### src/rtl/byte_unstripping_nlane.sv
// Merges NUM_LANES striped lanes back into one serial word stream in strict round-robin order.
// Each lane has its own small FIFO to absorb skew; output is a registered valid/ready stage.
module byte_unstripping_nlane #(
    parameter int NUM_LANES = 4,
    parameter int WIDTH     = 8,
    parameter int DEPTH     = 4
) (
    input  logic                             clk_2f,
    input  logic                             reset,
    input  logic [NUM_LANES*WIDTH-1:0]       data_stripe,
    input  logic [NUM_LANES-1:0]             valid_stripe,
    output logic [NUM_LANES-1:0]             ready_stripe,
    input  logic [$clog2(NUM_LANES+1)-1:0]   active_lanes,
    output logic [WIDTH-1:0]                 data_unstripe,
    output logic                             valid_unstripe,
    input  logic                             ready_unstripe,
    output logic [$clog2(NUM_LANES)-1:0]     lane_sel,
    output logic                             overflow_err
);
    localparam int PW = $clog2(DEPTH);
    localparam int CW = PW + 1;
    localparam int SW = $clog2(NUM_LANES);
    localparam int AW = $clog2(NUM_LANES + 1);

    logic [WIDTH-1:0]     head_word [NUM_LANES];
    logic [NUM_LANES-1:0] lane_empty;
    logic [NUM_LANES-1:0] lane_full;
    logic [NUM_LANES-1:0] pop;
    logic [NUM_LANES-1:0] lane_ovf;

    logic [SW-1:0]    lane_sel_reg, lane_sel_next;
    logic [WIDTH-1:0] data_reg, data_next;
    logic             valid_reg, valid_next;
    logic             ovf_reg;
    logic             load_ok, head_valid, advance;
    logic [AW-1:0]    n_act, last_lane;

    genvar gi;
    generate
        for (gi = 0; gi < NUM_LANES; gi++) begin : g_lane
            logic [WIDTH-1:0] mem [DEPTH];
            logic [PW-1:0]    wr_ptr_reg;
            logic [PW-1:0]    rd_ptr_reg;
            logic [CW-1:0]    count_reg;
            logic             push;

            // Ready comes from the registered count only; a same-cycle pop gives no credit.
            assign lane_full[gi]    = (count_reg == CW'(DEPTH));
            assign lane_empty[gi]   = (count_reg == '0);
            assign ready_stripe[gi] = !reset && !lane_full[gi];
            assign push             = valid_stripe[gi] && ready_stripe[gi];
            assign lane_ovf[gi]     = !reset && valid_stripe[gi] && lane_full[gi];
            assign pop[gi]          = advance && (lane_sel_reg == SW'(gi));
            assign head_word[gi]    = mem[rd_ptr_reg];

            always_ff @(posedge clk_2f) begin
                if (push) begin
                    mem[wr_ptr_reg] <= data_stripe[gi*WIDTH +: WIDTH];
                end
            end

            always_ff @(posedge clk_2f) begin
                if (reset) begin
                    wr_ptr_reg <= '0;
                    rd_ptr_reg <= '0;
                    count_reg  <= '0;
                end else begin
                    if (push) begin
                        wr_ptr_reg <= wr_ptr_reg + PW'(1);
                    end
                    if (pop[gi]) begin
                        rd_ptr_reg <= rd_ptr_reg + PW'(1);
                    end
                    case ({push, pop[gi]})
                        2'b10:   count_reg <= count_reg + CW'(1);
                        2'b01:   count_reg <= count_reg - CW'(1);
                        default: count_reg <= count_reg;
                    endcase
                end
            end
        end
    endgenerate

    // Zero or out-of-range lane counts fall back to the full lane set.
    always_comb begin
        n_act = active_lanes;
        if (active_lanes == '0 || active_lanes > AW'(NUM_LANES)) begin
            n_act = AW'(NUM_LANES);
        end
        last_lane = n_act - AW'(1);
    end

    assign load_ok    = !valid_reg || ready_unstripe;
    assign head_valid = !lane_empty[lane_sel_reg];
    assign advance    = load_ok && head_valid;

    always_comb begin
        lane_sel_next = lane_sel_reg;
        data_next     = data_reg;
        valid_next    = valid_reg;
        if (load_ok) begin
            if (head_valid) begin
                data_next  = head_word[lane_sel_reg];
                valid_next = 1'b1;
                if (AW'(lane_sel_reg) >= last_lane) begin
                    lane_sel_next = '0;
                end else begin
                    lane_sel_next = lane_sel_reg + SW'(1);
                end
            end else begin
                // Never skip an empty lane: wait on it so output order stays strict.
                valid_next = 1'b0;
            end
        end
    end

    always_ff @(posedge clk_2f) begin
        if (reset) begin
            lane_sel_reg <= '0;
            data_reg     <= '0;
            valid_reg    <= 1'b0;
            ovf_reg      <= 1'b0;
        end else begin
            lane_sel_reg <= lane_sel_next;
            data_reg     <= data_next;
            valid_reg    <= valid_next;
            ovf_reg      <= ovf_reg | (|lane_ovf);
        end
    end

    assign lane_sel       = lane_sel_reg;
    assign data_unstripe  = data_reg;
    assign valid_unstripe = valid_reg;
    assign overflow_err   = ovf_reg;

endmodule

### config.mk
export PLATFORM = sky130hd
export DESIGN_NAME = byte_unstripping_nlane
export DESIGN_NICKNAME = d
export VERILOG_FILES = /design/src/rtl/byte_unstripping_nlane.sv
export SDC_FILE = /design/constraint.sdc
export NUM_CORES = 1
export LEC_CHECK = 0
export CORE_ASPECT_RATIO = 1.4
export CORE_MARGIN = 4
export CORE_UTILIZATION = 58
export DETAILED_ROUTE_END_ITERATION = 10
export HOLD_SLACK_MARGIN = 0.15
export PLACE_DENSITY = 0.79
export SKIP_LAST_GASP = 1
export SLEW_MARGIN = 5
export SYNTH_ARGS = -nofsm -noshare
export SYNTH_HDL_FRONTEND = slang
export SYNTH_SLANG_ARGS = --single-unit
### constraint.sdc
create_clock -name clk_2f -period 3.4 [get_ports clk_2f]
set_clock_uncertainty 0.15 [all_clocks]
set_input_delay 0.68 -clock clk_2f [delete_from_list [all_inputs] [get_ports clk_2f]]
set_output_delay 0.68 -clock clk_2f [all_outputs]
set_load 0.05 [all_outputs]
==> results.yml, run 1 <==
status:
  status: "finished, final reports clean"
logic_synthesis:
  ys.warnings.count: 0
  syn_area_per_cell_sq_um: 15.3
  ys_seq_elements: 176
  syn_area_sq_um: 7400
  ys_seq_area_frac: 0.650
  yosysUniqueCellTypes: 34
  syn_nets: 556
  syn-instance-count: 482
clock_tree:
  post-cts-setup-buffers: 0
  hold_buffers: 0
  cts_buffer_depth: 2
  cts_buffers: 17
  clk_latency_ns: 0.42
  clk_pin_slew_ns: 0.06
  cts_resized: 0
  cts_tree: "built"
  numClockSinks: 176
  cts_root_buf: "clkbuf_16"
  h-tree-depth: 4
setup_path:
  reg2reg_to: "g_lane[0].count_reg[2]"
  crit_start: "ready_unstripe"
  ff2ff_path_depth: 9
  r2r_slack_ns: 0.50
  slowest_delay_ns: 0.49
  path_cells: "clkdlybuf4s50_1 -> nand2b_1 -> and3_4 -> ha_1 -> inv_1 -> fa_1 -> xor2_1 -> or3_2 -> a21oi_1"
  startpoint_type: "primary input"
  path_buf_inv: 2
  worstPathRequired_ns: 3.60
  arrival_ns: 3.11
  cp_max_fo: 7
  rr_startpoint: "g_lane[0].count_reg[2]"
  cp_slowest_cell: "clkdlybuf4s50_1"
  path_class: "primary input to register"
  critPathCaptureType: "register"
  cp_top_family: "simple AND/OR/NAND/NOR gates"
global_route:
  grt_pass1_wl_um: 23000
  use_met2: 0.361
  grt_max_degree: 28
  grt_use_met3: 0.0482
  grt_antenna_before_repair: 0
  busiest_layer: "met2"
  use_met1: 0.256
  grt_pass1_vias: 4436
  grt_use_total: 0.213
  overflow: 0
worst_hold_path:
  min_from: "g_lane[1].rd_ptr_reg[1]"
  hold_class: "register to register"
  whs_path_depth: 2
finish:
  num-nets-final: 620
  num_antenna_cells: 0
  fillers: 809
  largest_reg_flops: 128
  drive_above_1_share: 0.141
  final_cells: 709
  syn_to_final_growth_pct: 17.1
  final_cell_area_sq_um: 8660
timing:
  rsz0062_at_grt: "false"
  finalMaxSlewViolations: 0
  fin_tns_setup_ns: 0
  worst_slew_pin_slew_ns: 0.636
  finalHoldViolCount: 0
  post-route-period-util: 0.857
  setup_viol_count_final: 0
  max_freq_mhz: 343
  max-slew-margin-rel: 0.574
  period_needed_ns: 2.91
routing:
  vias_per_cell: 5.93
  finalWirelength_um: 14300
  vias: 4202
  drc: 0
  wl_per_cell_um: 20.2
  firstDrtPassIters: 4
  first_iter_violations: 250
  ant_nets: 0
floorplan:
  core-area_sq_um: 12400
  die_area_sq_um: 14600
  die_y_um: 142
  num_io_pins: 58
  initial_utilization: 0.595
  rows: 48
  die_w_um: 103
placement:
  routabilityCongestion: 0.790
  placedCellCount: 677
  dp_hpwl_um: 10100
  io_buffers: 57
  dpl_cell_area_sq_um: 8130
job:
  cap_violations: 0
power_and_ir_drop:
  p_leak_uw: 0.00293
  power.density_nw_per_um2: 672
  peakVddDrop_mv: 0.395
## report_power, final
part,switching [uW],internal [uW]
registers,154,2470
logic,847,611
clock network,774,969
total,1780,4050
## worst max path at each step
stage	depth (start not counted)	end
floorplan	9	g_lane[0].count_reg[2]
global placement	9	g_lane[0].count_reg[2]
global route	9	g_lane[0].count_reg[2]
detailed placement	9	g_lane[0].count_reg[2]
CTS	9	g_lane[0].count_reg[2]
finish	9	g_lane[0].count_reg[2]
## worst register-to-register path, stage by stage, from the launching register on
cell	delay, ns
dfxtp_1	0.37
or3_1	0.38
mux4_2	0.56
and3_4	0.22
ha_1	0.23
inv_1	0.08
fa_1	0.18
xor2_1	0.07
or3_2	0.41
a21oi_1	0.17
## Yosys cell counts, drive strengths merged
library cell / number / share of area
a211o: 8 / 0.0095
a211oi: 4 / 0.0041
a21oi: 28 / 0.019
a22oi: 16 / 0.016
a31oi: 3 / 0.0025
and2: 17 / 0.014
and3: 5 / 0.0071
buf: 9 / 0.0052
clkbuf: 12 / 0.0061
dfxtp: 48 / 0.13
edfxtp: 128 / 0.52
fa: 4 / 0.011
ha: 28 / 0.047
inv: 31 / 0.016
mux2: 8 / 0.012
mux4: 34 / 0.10
nand2: 8 / 0.0041
nand2b: 4 / 0.0034
nand3: 1 / 0.00068
nor2: 25 / 0.013
nor2b: 7 / 0.0059
nor3: 4 / 0.0027
o2111ai: 2 / 0.0024
o21ai: 14 / 0.0095
o31ai: 8 / 0.0081
or2: 1 / 0.00085
or3: 8 / 0.0069
or4: 4 / 0.0041
xnor2: 5 / 0.0059
xor2: 8 / 0.0095
## metal layers
metal | routed length, um | up-vias
li1 | - | 1956
met1 | 5340 | 2087
met2 | 7720 | 127
met3 | 813 | 32
met4 | 451 | 0
met5 | 0 | -
## placed cells by master, fill, tap and decap left out, types with 5 or more instances in the layout
master / netlist / final
a211o_1: 8 / 8
a21oi_1: 28 / 28
a22oi_1: 16 / 16
and2_1: 17 / 17
buf_4: 0 / 9
clkbuf_16: 0 / 17
clkdlybuf4s50_1: 0 / 56
dfxtp_1: 48 / 48
edfxtp_1: 128 / 128
ha_1: 28 / 28
inv_1: 30 / 30
mux2_1: 8 / 8
mux4_2: 34 / 34
nand2_1: 8 / 8
nor2_1: 25 / 25
nor2b_1: 7 / 7
o21ai_0: 14 / 14
o31ai_1: 8 / 8
or3_1: 7 / 7
xnor2_1: 5 / 5
xor2_1: 8 / 8
## per-stage QoR
step                      hold WS, ns   util  total power [uW]  worst slack [ns]
after floorplan                 0.303      -              3640             0.406
after global placement          0.316  0.654              4060             0.191
after detailed placement        0.327  0.654              4110            0.0939
final                           0.331  0.697              5820             0.487
after CTS                       0.334  0.697              5870             0.505
after global routing            0.352  0.697              6090             0.375
## area by class of cell
cell class	count	area, sq um	share of cell area
Timing Repair Buffer	66	633	0.0731
Clock buffer	22	464	0.0536
Multi-Input combinational cell	254	2390	0.276
Clock inverter	10	65.1	0.00751
Sequential cell	176	4800	0.555
Tap cell	150	188	0.0217
Inverter	31	116	0.0134
## kinds of logic after synthesis
family,after synthesis,share of synthesized area
AND/OR/NAND/NOR,84,0.0628
XOR/XNOR,13,0.0154
multiplexers,42,0.116
AO/OA/AOI/OAI,83,0.0712
flip-flops,176,0.650
buffers and inverters,52,0.0271
adder cells (fa/ha/maj),32,0.0582
Note: power is estimated with default switching activity, not from simulation.
==> run 2: changes to the inputs <==
Settings changed: CAP_MARGIN from default to 20, RECOVER_POWER from default to 25.
==> run 2 against run 1 <==
Against the previous run: register-to-register slack about the same; non-clock buffer count stayed put; die area did not move; critical path type unchanged; largest cell class unchanged; largest power group unchanged.
==> results.yml, run 2 (synthesized netlist as in run 1, its figures left out) <==
floorplan:
  die_w_um: 103
  initial_utilization: 0.595
  die_area_sq_um: 14600
  rows: 48
  num_io_pins: 58
  core-area_sq_um: 12400
  die_y_um: 142
routing:
  firstDrtPassIters: 5
  drc: 0
  vias: 4214
  finalWirelength_um: 14400
  wl_per_cell_um: 20.3
  ant_nets: 0
  vias_per_cell: 5.94
  first_iter_violations: 247
clock_tree:
  post-cts-setup-buffers: 0
  hold_buffers: 0
  cts_root_buf: "clkbuf_16"
  cts_tree: "built"
  cts_buffer_depth: 2
  cts_resized: 0
  clk_latency_ns: 0.43
  numClockSinks: 176
  clk_pin_slew_ns: 0.06
  h-tree-depth: 4
  cts_buffers: 17
finish:
  layout_commonest_cell: "edfxtp_1"
  final_cell_mix: "edfxtp_1, dfxtp_1, clkdlybuf4s50_1"
  final_cell_area_sq_um: 8660
  syn_to_final_growth_pct: 17.1
  num_antenna_cells: 0
  drive_above_1_share: 0.141
  largest_reg_flops: 128
  num-nets-final: 620
  final_cells: 709
setup_path:
  ff2ff_path_depth: 9
  cp_slowest_cell: "clkdlybuf4s50_1"
  path_cells: "clkdlybuf4s50_1 -> nand2b_1 -> and3_4 -> ha_1 -> inv_1 -> fa_1 -> xor2_1 -> or3_2 -> a21oi_1"
  rr_startpoint: "g_lane[0].count_reg[2]"
  path_class: "primary input to register"
  worstPathRequired_ns: 3.60
  cp_max_fo: 7
  slowest_delay_ns: 0.49
  crit_start: "ready_unstripe"
  arrival_ns: 3.11
  critPathCaptureType: "register"
  reg2reg_to: "g_lane[0].count_reg[2]"
  startpoint_type: "primary input"
  r2r_slack_ns: 0.50
timing:
  setup_viol_count_final: 0
  post-route-period-util: 0.855
  period_needed_ns: 2.91
  whs_ns: 0.331
  fin_tns_setup_ns: 0
  rsz0062_at_grt: "false"
  finalMaxSlewViolations: 0
  max-slew-margin-rel: 0.597
  worst_slew_pin_slew_ns: 0.602
  max_freq_mhz: 344
  finalHoldViolCount: 0
global_route:
  overflow: 0
  grt_antenna_before_repair: 0
  grt_pass1_vias: 4436
  grt_max_degree: 28
  grt_use_total: 0.213
  grt_pass1_wl_um: 23000
power_and_ir_drop:
  power.density_nw_per_um2: 672
  p_leak_uw: 0.00294
  peakVddDrop_mv: 0.399
placement:
  dp_hpwl_um: 10100
  dpl_cell_area_sq_um: 8130
  io_buffers: 57
  routabilityCongestion: 0.790
  placedCellCount: 677
worst_hold_path:
  hold_class: "register to register"
  whs_path_depth: 2
  min_from: "g_lane[1].rd_ptr_reg[1]"
job:
  cap_violations: 0
status:
  status: "finished, final reports clean"
==> run 2: changes by cell type in the layout (fill, tap and decap cells not counted) <==
cell	previous run	this run
dlygate4sd3_1	0	20
clkdlybuf4s50_1	56	36
==> run 2: final cells by class <==
cell class	count	area, sq um
Sequential cell	176	4800
Fill cell	809	3770
Multi-Input combinational cell	254	2390
Timing Repair Buffer	66	633
Clock buffer	22	464
Tap cell	150	188
Inverter	31	116
Clock inverter	10	65.1
==> run 2: stage by stage <==
stage          setup WS [ns]  utilization  power (uW)
6_report               0.495        0.697        5820
5_1_grt                0.375        0.697        6090
4_1_cts                0.505        0.697        5870
3_5_place_dp          0.0939        0.654        4110
3_3_place_gp           0.191        0.654        4060
2_1_floorplan          0.406            -        3640
==> run 2: per-layer routing <==
| layer | vias to the layer above | wire length, um | track usage |
|---|---|---|---|
| met5 | - | 0 | 0 |
| met4 | 0 | 442 | 0.0955 |
| met1 | 2090 | 5280 | 0.256 |
| li1 | 1958 | - | - |
| met2 | 134 | 7750 | 0.361 |
| met3 | 32 | 930 | 0.0482 |
==> run 2: worst max path at each step <==
stage | slack, ns | to
after floorplan | 0.41 | g_lane[0].count_reg[2]
after global placement | 0.19 | g_lane[0].count_reg[2]
after detailed placement | 0.09 | g_lane[0].count_reg[2]
after CTS | 0.50 | g_lane[0].count_reg[2]
after global routing | 0.37 | g_lane[0].count_reg[2]
final | 0.49 | g_lane[0].count_reg[2]
==> run 2: worst max-delay path: cells and delay by family <==
kind                     cells  cell delay [ns]
AND/OR/NAND/NOR              3             0.97
adder cells (fa/ha/maj)      2             0.58
buffers and inverters        2             0.56
XOR/XNOR                     1             0.16
AO/OA/AOI/OAI                1             0.17
==> run 2: where the power goes <==
| group | internal, uW | switching [uW] |
|---|---|---|
| registers | 2470 | 154 |
| clock network | 969 | 783 |
| logic | 607 | 845 |
==> run 3: changes to the inputs <==
Settings changed: MAX_ROUTING_LAYER from default to met4, RECOVER_POWER 25 to default.
==> run 3 against run 2 <==
Against the previous run: cell count unchanged; worst hold slack gained 0.00068 ns; count of clock-buffer cells in the layout did not move; largest cell class unchanged; largest power group unchanged; wire length fell by 0.17%; critical path type is now register to register; non-clock buffer count did not move; combinational power about the same.
==> results.yml, run 3 (synthesized netlist as in run 1, its figures left out) <==
placement:
  dp_hpwl_um: 10100
  place_ws_ns: 0.0939
  placedCellCount: 677
  io_buffers: 57
  routabilityCongestion: 0.802
routing:
  wl_per_cell_um: 20.3
  drc: 0
  vias_per_cell: 5.97
  finalWirelength_um: 14400
  first_iter_violations: 280
  firstDrtPassIters: 5
  ant_nets: 0
  vias: 4231
clock_tree:
  clk_pin_slew_ns: 0.06
  h-tree-depth: 4
  cts_buffers: 17
  post-cts-setup-buffers: 0
  clk_latency_ns: 0.43
  cts_resized: 0
  hold_buffers: 0
  numClockSinks: 176
  cts_buffer_depth: 2
  cts_root_buf: "clkbuf_16"
  cts_tree: "built"
finish:
  layout_commonest_cell: "edfxtp_1"
  final_cells: 709
  fillers: 809
  drive_above_1_share: 0.141
  utilization: 0.697
  num-nets-final: 620
  num_antenna_cells: 0
  final_cell_mix: "edfxtp_1, clkdlybuf4s50_1, dfxtp_1"
  syn_to_final_growth_pct: 17.1
  largest_reg_flops: 128
timing:
  period_needed_ns: 2.89
  setup_viol_count_final: 0
  worst_slew_pin_slew_ns: 0.618
  fin_tns_setup_ns: 0
  max-slew-margin-rel: 0.586
  post-route-period-util: 0.851
  finalHoldViolCount: 0
  max_freq_mhz: 345
  rsz0062_at_grt: "false"
  finalMaxSlewViolations: 0
  fin_ws_ns: 0.506
job:
  cap_violations: 0
floorplan:
  die_y_um: 142
  rows: 48
  initial_utilization: 0.595
  num_io_pins: 58
  core-area_sq_um: 12400
  die_w_um: 103
  die_area_sq_um: 14600
setup_path:
  cp_max_fo: 7
  path_class: "register to register"
  r2r_slack_ns: 0.51
  ff2ff_path_depth: 9
  path_cells: "or3_1 -> mux4_2 -> and3_4 -> ha_1 -> inv_1 -> fa_1 -> xor2_1 -> or3_2 -> a21oi_1"
  worstPathRequired_ns: 3.60
  reg2reg_to: "g_lane[0].count_reg[2]"
  slowest_delay_ns: 0.56
  cp_slowest_cell: "mux4_2"
  rr_startpoint: "g_lane[0].count_reg[2]"
  startpoint_type: "register"
  arrival_ns: 3.10
  critPathCaptureType: "register"
global_route:
  use_met2: 0.361
  grt_pass1_wl_um: 22900
  grt_use_met3: 0.0551
  use_met1: 0.258
  grt_antenna_before_repair: 0
  busiest_layer: "met2"
  grt_pass1_vias: 4427
  grt_use_total: 0.220
  overflow: 0
  grt_max_degree: 28
power_and_ir_drop:
  p_leak_uw: 0.00293
  peakVddDrop_mv: 0.400
  power.density_nw_per_um2: 673
worst_hold_path:
  min_from: "g_lane[1].rd_ptr_reg[1]"
  hold_class: "register to register"
  whs_path_depth: 2
status:
  status: "finished, final reports clean"
## run 3: changes by cell type in the layout (fill, tap and decap cells not counted), sizes merged
| cell | previous run | this run |
|---|---|---|
| dlygate4sd3 | 20 | 0 |
| clkdlybuf4s50 | 36 | 56 |
## run 3: metal layers
layer / share of wire / wire, um
met1: 0.37 / 5280
met2: 0.54 / 7770
met3: 0.061 / 881
met4: 0.031 / 447
met5: 0 / 0
## run 3: worst max-delay path, delay by kind of cell (launching register included)
kind | cells | cell delay, ns
simple gates | 3 | 1.01
mux | 1 | 0.56
fa+ha+maj | 2 | 0.41
flops | 1 | 0.37
compound gates | 1 | 0.16
buf+inv | 1 | 0.08
xor+xnor | 1 | 0.07
## run 3: cell type report
cell class | instances | area (sq um) | share of cell area
repair buffers | 66 | 633 | 0.0731
well taps | 150 | 188 | 0.0217
flip-flops and latches | 176 | 4800 | 0.555
clock buffers | 22 | 464 | 0.0536
multi-input cells | 254 | 2390 | 0.276
inverters | 31 | 116 | 0.0134
clock inverters | 10 | 65.1 | 0.00751
## run 3: where the power goes
part | switching (uW) | internal [uW] | leakage (uW)
registers | 154 | 2470 | 0.00155
logic | 845 | 611 | 0.00112
clock network | 785 | 969 | 0.000259
## run 3: worst max path at each step
stage | startpoint | to | slack (ns) | depth (start not counted)
detailed placement | ready_unstripe | g_lane[0].count_reg[2] | 0.09 | 9
global route | g_lane[3].count_reg[2] | g_lane[0].count_reg[2] | 0.38 | 9
CTS | g_lane[0].count_reg[2] | g_lane[0].count_reg[2] | 0.50 | 9
floorplan | lane_sel[0] | g_lane[0].count_reg[2] | 0.41 | 9
finish | g_lane[0].count_reg[2] | g_lane[0].count_reg[2] | 0.51 | 9
global placement | ready_unstripe | g_lane[0].count_reg[2] | 0.19 | 9
## run 3: through the flow
stage / instance area (sq um) / hold WS (ns) / power, uW
2_1_floorplan: 7400 / 0.303 / 3640
3_3_place_gp: 8130 / 0.316 / 4060
3_5_place_dp: 8130 / 0.327 / 4110
4_1_cts: 8660 / 0.334 / 5870
5_1_grt: 8660 / 0.352 / 6100
6_report: 8660 / 0.332 / 5830
